==> config.mk <==
export PLATFORM = sky130hd
export DESIGN_NAME = morse_receiver_flat
export DESIGN_NICKNAME = d
export VERILOG_FILES = /design/src/rtl/morse_receiver_pkg.sv /design/src/rtl/morse_receiver_if.sv /design/src/rtl/morse_run_counter.sv /design/src/rtl/morse_receiver.sv /design/src/flat_wrapper.sv
export SDC_FILE = /design/constraint.sdc
export NUM_CORES = 1
export LEC_CHECK = 0
export ABC_AREA = 1
export BUFFER_PORTS_ARGS = -buffer_cell sky130_fd_sc_hd__buf_4
export CAP_MARGIN = 20
export CORE_MARGIN = 4
export CORE_UTILIZATION = 39
export CTS_BUF_LIST = sky130_fd_sc_hd__clkbuf_8
export CTS_CLUSTER_DIAMETER = 60
export DETAILED_ROUTE_END_ITERATION = 10
export MAX_ROUTING_LAYER = met4
export PLACE_DENSITY = 0.59
export SLEW_MARGIN = 20
export SYNTH_ARGS = -nofsm -noshare
export SYNTH_HDL_FRONTEND = slang
export SYNTH_SLANG_ARGS = --single-unit
==> constraint.sdc <==
create_clock -name clock -period 3.37 [get_ports clock]
set_input_delay 0.1685 -clock clock [delete_from_list [all_inputs] [get_ports clock]]
set_output_delay 0.1685 -clock clock [all_outputs]
set_load 0.02 [all_outputs]
==> src/rtl/morse_receiver_pkg.sv <==
// Shared Morse timing constants and receiver FSM state encoding.
// Imported by the receiver top and its run-length counter.
package morse_receiver_pkg;

    // Mark/space lengths, in ticks, shared with the transmit path
    localparam int DOT_TICKS  = 1;
    localparam int DASH_TICKS = 3;
    localparam int LETTER_GAP = 3;

    typedef enum logic [1:0] {
        IDLE  = 2'd0,
        MARK  = 2'd1,
        SPACE = 2'd2
    } state_t;

endpackage

==> src/rtl/morse_receiver_if.sv <==
// Receiver line/letter bundle.
// master: drives tick/line_in, sees letters; slave: the receiver itself.
interface morse_receiver_if #(
    parameter int MAX_SYM = 4
);
    logic               tick;
    logic               line_in;
    logic [MAX_SYM-1:0] letter_code;
    logic [2:0]         letter_len;
    logic               letter_valid;
    logic               letter_error;

    modport master (
        output tick, line_in,
        input  letter_code, letter_len, letter_valid, letter_error
    );

    modport slave (
        input  tick, line_in,
        output letter_code, letter_len, letter_valid, letter_error
    );
endinterface

==> src/rtl/morse_run_counter.sv <==
// Saturating run-length counter, advanced only on tick.
// Ports: clock, clear, tick, restart (load 1), count.
module morse_run_counter #(
    parameter int CNT_W = 3
) (
    input  logic             clock,
    input  logic             clear,
    input  logic             tick,
    input  logic             restart,
    output logic [CNT_W-1:0] count
);
    localparam logic [CNT_W-1:0] CNT_MAX = '1;

    always_ff @(posedge clock) begin
        if (clear) begin
            count <= '0;
        end else if (tick) begin
            // Restart loads 1: the current sample is the first of a new run
            if (restart)
                count <= CNT_W'(1);
            else if (count != CNT_MAX)
                count <= count + CNT_W'(1);
        end
    end
endmodule

==> src/rtl/morse_receiver.sv <==
// Morse receiver: classifies mark/space runs into dots/dashes, emits letters.
// Ports: clock, clear (sync, active-high), bus (slave: tick/line_in in, letter out).
module morse_receiver
    import morse_receiver_pkg::*;
#(
    parameter int MAX_SYM = 4,
    parameter int CNT_W   = 3
) (
    input logic            clock,
    input logic            clear,
    morse_receiver_if.slave bus
);
    state_t             state, state_n;
    logic [MAX_SYM-1:0] sbuf, sbuf_n;
    logic [2:0]         nsym, nsym_n;
    logic               bad, bad_n;
    logic               restart;
    logic               sym;
    logic               emit_ok, emit_err;
    logic [CNT_W-1:0]   run;

    morse_run_counter #(.CNT_W(CNT_W)) u_run (
        .clock   (clock),
        .clear   (clear),
        .tick    (bus.tick),
        .restart (restart),
        .count   (run)
    );

    always_comb begin
        state_n  = state;
        sbuf_n   = sbuf;
        nsym_n   = nsym;
        bad_n    = bad;
        restart  = 1'b0;
        sym      = 1'b0;
        emit_ok  = 1'b0;
        emit_err = 1'b0;
        if (bus.tick) begin
            unique case (state)
                IDLE: begin
                    restart = 1'b1;
                    if (bus.line_in) begin
                        state_n = MARK;
                        sbuf_n  = '0;
                        nsym_n  = '0;
                        bad_n   = 1'b0;
                    end
                end
                MARK: begin
                    if (!bus.line_in) begin
                        restart = 1'b1;
                        state_n = SPACE;
                        sym     = (run == CNT_W'(DASH_TICKS));
                        // Saturated long marks never match a legal length
                        if (run != CNT_W'(DOT_TICKS) &&
                            run != CNT_W'(DASH_TICKS))
                            bad_n = 1'b1;
                        if (nsym == 3'(MAX_SYM)) begin
                            bad_n = 1'b1;
                        end else begin
                            sbuf_n = {sbuf[MAX_SYM-2:0], sym};
                            nsym_n = nsym + 3'd1;
                        end
                    end
                end
                SPACE: begin
                    if (bus.line_in) begin
                        restart = 1'b1;
                        state_n = MARK;
                        // A 2-tick space is neither symbol nor letter gap
                        if (run != CNT_W'(1))
                            bad_n = 1'b1;
                    end else if (run == CNT_W'(LETTER_GAP - 1)) begin
                        state_n  = IDLE;
                        emit_ok  = !bad;
                        emit_err = bad;
                    end
                end
                default: state_n = IDLE;
            endcase
        end
    end

    always_ff @(posedge clock) begin
        if (clear) begin
            state            <= IDLE;
            sbuf             <= '0;
            nsym             <= '0;
            bad              <= 1'b0;
            bus.letter_code  <= '0;
            bus.letter_len   <= '0;
            bus.letter_valid <= 1'b0;
            bus.letter_error <= 1'b0;
        end else begin
            state            <= state_n;
            sbuf             <= sbuf_n;
            nsym             <= nsym_n;
            bad              <= bad_n;
            bus.letter_valid <= emit_ok;
            bus.letter_error <= emit_err;
            if (emit_ok) begin
                bus.letter_code <= sbuf;
                bus.letter_len  <= nsym;
            end
        end
    end
endmodule
==> src/flat_wrapper.sv <==
// flat-port wrapper written by rule: the top's interface ports become plain ports
module morse_receiver_flat import morse_receiver_pkg::*;
#(
    parameter int MAX_SYM = 4,
    parameter int CNT_W   = 3
)
  (clock, clear, bus_tick, bus_line_in, bus_letter_code, bus_letter_len, bus_letter_valid, bus_letter_error);
  morse_receiver_if #(.MAX_SYM(MAX_SYM)) bus_i ();
  input logic clock;
  input logic clear;
  input wire logic [$bits(bus_i.tick)-1:0] bus_tick;
  input wire logic [$bits(bus_i.line_in)-1:0] bus_line_in;
  output wire logic [$bits(bus_i.letter_code)-1:0] bus_letter_code;
  output wire logic [$bits(bus_i.letter_len)-1:0] bus_letter_len;
  output wire logic [$bits(bus_i.letter_valid)-1:0] bus_letter_valid;
  output wire logic [$bits(bus_i.letter_error)-1:0] bus_letter_error;
  assign bus_i.tick = bus_tick;
  assign bus_i.line_in = bus_line_in;
  assign bus_letter_code = bus_i.letter_code;
  assign bus_letter_len = bus_i.letter_len;
  assign bus_letter_valid = bus_i.letter_valid;
  assign bus_letter_error = bus_i.letter_error;
  morse_receiver #(.MAX_SYM(MAX_SYM), .CNT_W(CNT_W)) u_core (.clock(clock), .clear(clear), .bus(bus_i));
endmodule
-- After elaboration in Yosys (flattened, before gate mapping)
Cells that the tools add are included.
- bits in registers: 22
- input bits: 4
- output and inout port bits: 9
- logic and storage cells: 70
- $add $sub $neg: 2
- equality and inequality tests: 15
- mux-type cells: 30
- bitwise logic cells: 3
- reduce and logical (&&, ||, !) cells: 11
- operators with widths (cell ; count):
    3-bit two-way mux ; 5
    1-bit two-way mux ; 13
    4-bit two-way mux ; 3
    2-bit two-way mux ; 4
    2-bit inequality test, second input constant ; 4
    4-bit case mux with 2 select lines ; 1
    7-bit AND reduction ; 1
    3-bit by 1-bit adder with 3-bit output, second input constant ; 2
    3-bit by 2-bit equality test with 1-bit output, second input constant ; 2
    3-bit by 1-bit inequality test with 1-bit output, second input constant ; 2
    3-bit by 2-bit inequality test with 1-bit output, second input constant ; 2
    1-bit case mux with 3 select lines ; 2
    2-bit case mux with 3 select lines ; 1
    3-bit case mux with 2 select lines ; 1
    5-bit AND reduction ; 1
    5-bit OR reduction ; 1
    4-bit AND reduction ; 1
    2-bit nonzero test ; 2
    3-bit equality test, second input constant ; 1
    3-bit inequality test, second input constant ; 1
    1-bit inverter ; 3
    3-bit nonzero test ; 1
    2-bit by 1-bit equality test with 1-bit output, second input constant ; 1
    2-bit equality test, second input constant ; 1
    other kinds (5) ; 5

-- Logic depth before layout (Yosys ltp)
Gate-level depths: netlist of the first run.
- word-level depth: 6
- gate-level depth with buffers: 12
- mapped depth without buffers: 10

-- Modules after synthesis
Synthesis of the first run repeated with hierarchy kept, for this count alone.
- cells, all modules: 165
- area, all modules: 1151.1 um^2
- modules (own cells, without submodules) (module ; times used ; cells each ; area each (um^2) ; seq. area each (um^2)):
    morse_receiver ; 1 ; 139 ; 974.7 ; 380.4
    morse_run_counter ; 1 ; 26 ; 176.4 ; 60.1

-- Worst setup path before layout of the first run
OpenSTA, ideal clock, no wires.
- path type: flip-flop to flip-flop
- start: register u_core.state[1]
- end: register u_core.sbuf[0]
- setup time: 114 ps
- arrival time: 1323 ps
- data required time: 3256 ps
- path slack: 1933 ps
- stages on the path, launching flop included: 13
- path buffers: 2
- period minus slack after synthesis: 1437 ps
- cell sequence: dfxtp_1 inv_1 ha_1 buf_6 nand2_1 nand2_1 nor2_2 nand2_2 inv_2 buf_6 nand2_1 nand2_1 nor2_2
- cells in the longest elaborated chain, start to end: 3
- elaborated cells between the ends (all ways): 8
- those cells by class: 4 x eq/ne; 1 x mux; 3 x reduce/logical
- ends and longest elaborated chain (item ; RTL line ; source):
    start, declared ; morse_receiver.sv:13 ; state_t state, state_n;
    start signal, assigned ; morse_receiver.sv:96 ; state <= state_n;
    2-bit by 1-bit equality test with 1-bit output / 2-bit zero test (equally long branches) ; morse_receiver.sv:40 ; unique case (state)
    2-bit inequality test (no line) / 2-bit nonzero test (equally long branches) ; - ;
    5-bit AND reduction (no line) ; - ;
    end signal, assigned ; morse_receiver.sv:97 ; sbuf <= sbuf_n;
    end, declared ; morse_receiver.sv:14 ; logic [MAX_SYM-1:0] sbuf, sbuf_n;
Several ways; a longest one is shown, not always the timed one.
A chain may end at the register's enable or synchronous reset.

-- Final worst setup path of the first run
- start: register u_core.state[1]
- end: register u_core.nsym[2]
- cells in the longest elaborated chain, start to end: 3
- elaborated cells between the ends (all ways): 8
- those cells by class: 4 x eq/ne; 1 x mux; 3 x reduce/logical
- ends and longest elaborated chain (item ; RTL line ; source):
    2-bit by 1-bit equality test with 1-bit output / 2-bit zero test (equally long branches) ; morse_receiver.sv:40 ;
    2-bit inequality test (no line) / 2-bit nonzero test (equally long branches) ; - ;
    5-bit AND reduction (no line) ; - ;
    end signal, assigned ; morse_receiver.sv:98 ; nsym <= nsym_n;
    end, declared ; morse_receiver.sv:15 ; logic [2:0] nsym, nsym_n;
Several ways; a longest one is shown, not always the timed one.

==> impl_summary.txt, run 1 <==
----------------------------------------------------
[Min path]
  Cell count of the worst hold path ... 2
  Hold_sp ... clear
  Worst hold path type ... in2reg
  Worst hold endpoint ... u_core.bus.letter_len[0]

[Route]
  Drt initial violations ... 38
  Vias per std cell ... about 4.7
  Average wire length per cell after detail routing ... between 10 and 15 um
  Routed wire length ... about 2100 um
  DRC violations left ... 0
  Number of detailed-routing iterations run before antenna repair ... 3
  Via count of the routed design ... 956
  Remaining antenna violation count after routing ... 0

[Placed design]
  RD Place Congestion ... just under 0.9
  Placed wire-length estimate ... roughly 1600 um
  Port Buffer Count ... 12
  Placed insts ... 198

[Clock tree]
  TritonCTS clock tree ... built
  Number of buffers inserted by hold repair at cts ... 0
  Bufs on Longest Clock Path ... 2
  H-tree levels ... 1
  # resized after CTS ... 0
  Number of buffers added for setup after CTS ... 0
  Skew-Pair Late Insertion Delay ... roughly 0.26 ns
  Number of sinks on the clock net ... 22
  Clk Tree Root Cell ... clkbuf_8
  Clock buffer count from CTS ... 3
  CTS clock-pin slew for the worst setup and hold paths ... ~0.080 ns

[Global route]
  Largest net degree at the start of global routing ... 14
  Number of global-route vias before repair ... 882
  Total congestion overflow ... 0
  All-layer global routing usage ... between 10% and 20%
  Initial antenna violation count ... 0
  Wire length of the first global-routing pass ... ~3800 um

[Yosys]
  Simple-gate area share of the yosys netlist ... roughly 29%
  Mapped cell area ... 1160 sq um
  Largest family of logic cells by synthesized area ... simple AND/OR/NAND/NOR gates
  Mux share of post-synthesis cell area ... 0%
  Count of unique library cells instantiated by Yosys ... 18
  Yosys top cell area share ... a little under two fifths
  Adder-Cell Fraction of Synth Area ... between 10% and 20%
  Synthesized netlist cell count ... 159
  Top cells by area in the synthesized netlist ... dfxtp_1, nand2_1, ha_1, a21oi_1, inv_1
  Synth warn ... 0
  Cell taking the most area after synthesis ... dfxtp_1
  Sequential area share after synthesis ... about two fifths
  Synthesized-area fraction occupied by xor and xnor cells ... less than 1%
  Syn Area/Cell ... around 7.3 sq um
  Compound-cell area share of the yosys netlist ... 9.50%
  Post-synth EDFFs ... 0
  Most common flop cell mapped by yosys ... dfxtp_1
  Most numerous cell types in the synthesized netlist ... nand2_1, dfxtp_1, inv_1, nor2_1, a21oi_1
  Most frequently used cell type in the post-synthesis netlist ... nand2_1
  Flip-flop and latch count after synthesis ... 22
  Post-synthesis net count ... between 150 and 200
  Share of flip-flops with an asynchronous set or reset after synthesis ... 0%

[Timing]
  RSZ-0062 raised after global routing ... no
  Tightest Pin Transition ... roughly 0.33 ns
  Final Critical Period ... about 1.6 ns
  Portion of the clock cycle consumed by the worst path in the final layout ... between 40% and 50%
  Rel. slew slack ... 78.0%
  Count of final hold-check violations ... 0
  Worst hold margin ... approximately 0.16 ns
  Post-route clock skew ... approximately 0.0036 ns
  Max Clk Rate ... 638 MHz
  Setup TNS ... 0 ns
  Finish-stage setup viols ... 0
  Max Transition Viols Final ... 0

[Floorplanning]
  Std cell rows ... 19
  Starting density of the core ... 41.3%
  Full die area ... between 3000 and 4000 sq um
  Placeable Area ... 2810 sq um
  Floorplan die height ... 62.5 um
  Horizontal die dimension ... about 63 um
  Number of ports placed on the die boundary ... 13

[Layout]
  Util after Layout ... a little under half
  Post-layout net count ... roughly 190
  Number of antenna diodes ... 0
  P&R area growth vs syn ... 14.0%
  Non-filler instance count after layout ... between 200 and 250
  Fraction of layout cells with a size suffix above 1 ... 14.6%

[Power]
  Worst vdd rail ir drop ... roughly 160 uV
  Ratio of total power to cell area ... 484 nW/um^2
  Leakage power summed over all cells ... 0.000595 uW

[Setup path]
  Worst Path Required ... 3.54 ns
  Setup slack, reg-to-reg ... ~1.8 ns
  Start of the worst register-to-register path ... u_core.state[1]
  Reg2Reg Capture Point ... u_core.nsym[2]
  Critical setup path kind ... reg2reg
  Worst Setup End Kind ... flip-flop
  Worst Setup Start Kind ... flip-flop
  Worst Reg2Reg Path Length in Cells ... 10
  Worst endpoint data arrival time ... around 1.7 ns
  Largest fanout of any net on the critical path ... 12
  Worst Setup SP ... u_core.state[1]

[Job]
  Count of maximum capacitance violations ... 0

[Outcome]
  Outcome ... finished clean

----------------------------------------------------
[cells in the final DEF (no fill, tap or decap), types with 2 or more instances in the layout]
cell type  Yosys  routed
nor2_2         3       3
clkbuf_8       0       3
buf_4          0      12
nand2_1       47      47
inv_1         18      18
ha_1          12      12
dfxtp_1       22      22
or2_0          2       2
a21oi_1       16      16
inv_2          3       3
nand3_1        4       4
nor2_1        17      17
o21ai_0        6       6
[layer usage]
metal | up-vias | track usage [%] | routed length (um)
met1 | 432 | 14.3 | 986
met3 | 4 | 2.16 | 51
met2 | 11 | 20.2 | 992
met5 | - | - | 0
li1 | 509 | - | -
met4 | 0 | 7.44 | 41
[flip-flops by register name, indices dropped and copies added (netlist names)]
name,count
u_core.state,2
u_core.bus.letter_error,1
u_core.bus.letter_valid,1
u_core.bus.letter_len,3
u_core.u_run.count,3
u_core.sbuf,4
u_core.nsym,3
u_core.bad,1
u_core.bus.letter_code,4
[metrics by stage]
| stage | instance area (sq um) | power (uW) | worst slack [ns] |
|---|---|---|---|
| finish | 1320 | 639 | 1.80 |
| global route | 1320 | 687 | 1.62 |
| CTS | 1320 | 652 | 1.78 |
| detailed placement | 1250 | 401 | 1.79 |
| global placement | 1250 | 399 | 1.87 |
| floorplan | 1160 | 384 | 1.93 |
[kinds of logic after synthesis]
group	count (synthesis)
buffers and inverters	25
AO/OA/AOI/OAI	22
adder cells (fa/ha/maj)	12
flip-flops	22
XOR/XNOR	1
AND/OR/NAND/NOR	77
[critical path, cell delays in order (launching register included)]
cell and delay [ns]:
dfxtp_1 0.36, inv_1 0.10, ha_1 0.30, nand2_1 0.12, nand2_1 0.06, nor2_2 0.11
nand2_2 0.08, inv_2 0.15, nand2_1 0.08, nand2_1 0.06, nor2_1 0.04
[worst max path at each step]
stage | endpoint | slack (ns) | depth (start not counted)
3_3_place_gp | u_core.nsym[2] | 1.87 | 10
6_report | u_core.nsym[2] | 1.80 | 10
3_5_place_dp | u_core.nsym[0] | 1.79 | 9
5_1_grt | u_core.sbuf[1] | 1.62 | 10
4_1_cts | u_core.nsym[2] | 1.78 | 10
2_1_floorplan | u_core.sbuf[0] | 1.93 | 12
[layout make-up]
| cell class | count | area, sq um |
|---|---|---|
| Multi-Input combinational cell | 112 | 602 |
| Fill cell | 287 | 1480 |
| Tap cell | 31 | 38.8 |
| Sequential cell | 22 | 440 |
| Inverter | 21 | 78.8 |
| Clock buffer | 3 | 41.3 |
| Clock inverter | 1 | 30.0 |
| Timing Repair Buffer | 12 | 90.1 |
[power by group]
group	internal [uW]	switching (uW)
combinational	36.6	65.0
clock	159	87.2
sequential	277	14.8
total	472	167
(Power assumes the default switching activity.)
==> run 2, diff against run 1 <==
Clock period 3.37 ns to 1.6 ns, I/O delays scaled along.
==> run 2 against run 1 <==
  * Total power grew 110%
  * Cell count is 2.5% higher
  * Hold slack got worse by 0.092 ns
  * Critical endpoint is now u_core.sbuf[0]
  * Clock-buffer cell count unchanged
  * Design area rose by 3.1%
  * Sequential power up 110%
  * Combinational power grew 120%
  * Sequential cell count unchanged
  * Clock skew decreased by 0.0015 ns
  * Routed wire length is 5.2% higher
  * Largest cell class unchanged
==> impl_summary.txt, run 2 (synthesis gave the netlist of run 1 again) <==
----------------------------------------------------
[Floorplanning]
  Full die area ... 3910 sq um (unchanged)
  Horizontal die dimension ... 62.5 um (unchanged)
  Placeable Area ... 2810 sq um (unchanged)
  Number of ports placed on the die boundary ... 13 (unchanged)
  Std cell rows ... 19 (unchanged)
  Floorplan die height ... 62.5 um (unchanged)
  Starting density of the core ... 41.3% (unchanged)

[Clock tree]
  Bufs on Longest Clock Path ... 2 (unchanged)
  Number of buffers inserted by hold repair at cts ... 0 (unchanged)
  Clock buffer count from CTS ... 3 (unchanged)
  CTS clock-pin slew for the worst setup and hold paths ... 0.08 ns (about the same)
  Skew-Pair Late Insertion Delay ... 0.26 ns (about the same)
  TritonCTS clock tree ... built
  Clk Tree Root Cell ... clkbuf_8
  H-tree levels ... 1 (unchanged)
  Number of sinks on the clock net ... 22 (unchanged)

[Timing]
  Finish-stage setup viols ... 0 (unchanged)
  Max Clk Rate ... 687 MHz (+7.8%)
  Rel. slew slack ... 77.5% (-0.58 points)
  Crit path setup slack, layout ... 0.145 ns (-1.66 ns)
  Final Critical Period ... 1.46 ns (-0.113 ns)
  Worst hold margin ... 0.0629 ns (-0.0924 ns)
  Post-route clock skew ... 0.00212 ns (-0.00145 ns)
  Portion of the clock cycle consumed by the worst path in the final layout ... 91.0% (+44 points)
  RSZ-0062 raised after global routing ... no
  Max Transition Viols Final ... 0 (unchanged)
  Setup TNS ... 0 ns (unchanged)
  Count of final hold-check violations ... 0 (unchanged)
  Tightest Pin Transition ... 0.338 ns (+0.00870 ns)

[Power]
  Ratio of total power to cell area ... 1000 nW/um^2 (+110%)
  Leakage power summed over all cells ... 0.000617 uW (+3.7%)
  Worst vdd rail ir drop ... 734 uV (+350%)

[Placed design]
  Port Buffer Count ... 12 (unchanged)
  Placed wire-length estimate ... 1670 um (+2.6%)
  Placed instance area ... 1260 sq um (+0.60%)
  Placed insts ... 199 (+0.51%)
  RD Place Congestion ... 0.810 (-6.5%)
  Pre-CTS setup slack ... 0.0725 ns (-1.71 ns)

[Layout]
  Design Area, Final ... 1360 sq um (+3.1%)
  Most frequent standard cell in the layout excluding fill and tap cells ... nand2_1
  Non-filler instance count after layout ... 207 (+2.5%)
  Biggest regs ... u_core.bus.letter_code (4), u_core.sbuf (4)
  Most frequent cells in the layout ... nand2_1, dfxtp_1, inv_1, nor2_1, buf_4
  Fraction of layout cells with a size suffix above 1 ... 17.6% (+3.0 points)
  P&R area growth vs syn ... 17.6%
  Post-layout net count ... 193 (+2.7%)
  Number of antenna diodes ... 0 (unchanged)
  Filler cells ... 281 (-2.1%)

[Setup path]
  Worst Setup SP ... u_core.state[1]
  Start of the worst register-to-register path ... u_core.state[1]
  Worst path bufs/invs ... 2 (unchanged)
  Critical setup path kind ... reg2reg
  Destination of the critical timing path ... u_core.sbuf[0]
  Reg2Reg Capture Point ... u_core.sbuf[0]
  Worst Reg2Reg Path Length in Cells ... 10 (unchanged)
  Worst Setup Start Kind ... flip-flop
  Worst Setup End Kind ... flip-flop
  Top Family by Delay on Critical Path ... simple AND/OR/NAND/NOR gates
  Setup slack, reg-to-reg ... 0.14 ns (-1.66 ns)
  Slowest Stage Delay on Critical Path ... 0.36 ns (about the same)
  Slowest cell on crit path ... dfxtp_1
  Largest fanout of any net on the critical path ... 12 (unchanged)
  Stages on worst setup path ... 10 (unchanged)
  Most frequent CP cell ... nand2_1
  Worst endpoint data arrival time ... 1.62 ns (-0.12 ns)
  CP Cell Sequence ... inv_1, ha_1, nand2_1, nand2_1, nor2_2, nand2_2, inv_4, nand2_1, nand2_1, nor2_2
  Worst Path Required ... 1.77 ns (-1.77 ns)

[Global route]
  Initial antenna violation count ... 0 (unchanged)
  Largest net degree at the start of global routing ... 14 (unchanged)
  Total congestion overflow ... 0 (unchanged)
  Wire length of the first global-routing pass ... 3860 um (+1.1%)
  All-layer global routing usage ... 12.3% (-0.18 points)
  Number of global-route vias before repair ... 893 (+1.2%)

[Route]
  Average wire length per cell after detail routing ... 10.5 um (+2.7%)
  DRC violations left ... 0 (unchanged)
  Routed wire length ... 2180 um (+5.2%)
  Number of detailed-routing iterations run before antenna repair ... 4 (+1)
  Via count of the routed design ... 968 (+1.3%)
  Drt initial violations ... 69 (+82%)
  Remaining antenna violation count after routing ... 0 (unchanged)
  Vias per std cell ... 4.68 (-1.2%)

[Min path]
  Hold_sp ... clear
  Worst hold path type ... in2reg

[Outcome]
  Outcome ... finished clean

[Job]
  Count of maximum capacitance violations ... 0 (unchanged)

----------------------------------------------------
==> run 2: timing repair <==
action                     4_1_cts  5_1_grt
setup endpoints to repair        0       15
gates resized for setup          0        2
setup buffers                    0        4
hold endpoints to repair         0        0
==> run 2: layer usage <==
layer	part of all wire [%]	vias up	track usage (%)
met4	0.64	0	2.48
met5	0	-	-
met1	47	428	14.3
li1	-	521	-
met2	48	17	21.2
met3	4.1	2	3.42
==> run 2: worst min path at each step <==
stage                                            to  cells after the start
after floorplan             u_core.bus.letter_error                      2
after global placement    u_core.bus.letter_code[3]                      2
after detailed placement  u_core.bus.letter_code[3]                      2
after CTS                 u_core.bus.letter_code[3]                      2
after global routing        u_core.bus.letter_error                      2
final                      u_core.bus.letter_len[2]                      2
==> run 2: final cells by class <==
type                       instances  area [sq um]  share of cell area [%]
multi-input combinational        112           602                    44.2
clock inverter                     1          30.0                    2.20
inverter                          21          81.3                    5.97
tap                               31          38.8                    2.85
timing repair buffer              17           128                    9.37
clock buffer                       3          41.3                    3.03
sequential                        22           442                    32.4
==> run 2: power breakdown <==
| part | internal [uW] | switching, uW | leakage, uW |
|---|---|---|---|
| registers | 583 | 33.4 | 0.000179 |
| clock network | 334 | 192 | 0.0000357 |
| logic | 81.8 | 140 | 0.000402 |
==> run 2: stage by stage <==
step           util [%]  total power, uW
6_report           48.6             1370
3_5_place_dp       44.8              849
4_1_cts            47.4             1380
5_1_grt            48.6             1450
3_3_place_gp       44.8              845
2_1_floorplan         -              808
==> run 2: worst reg2reg max path, stage by stage, from the launching register on <==
cell	delay, ns
dfxtp_1	0.36
inv_1	0.10
ha_1	0.24
nand2_1	0.09
nand2_1	0.06
nor2_2	0.11
nand2_2	0.09
inv_4	0.12
nand2_1	0.07
nand2_1	0.07
nor2_2	0.03
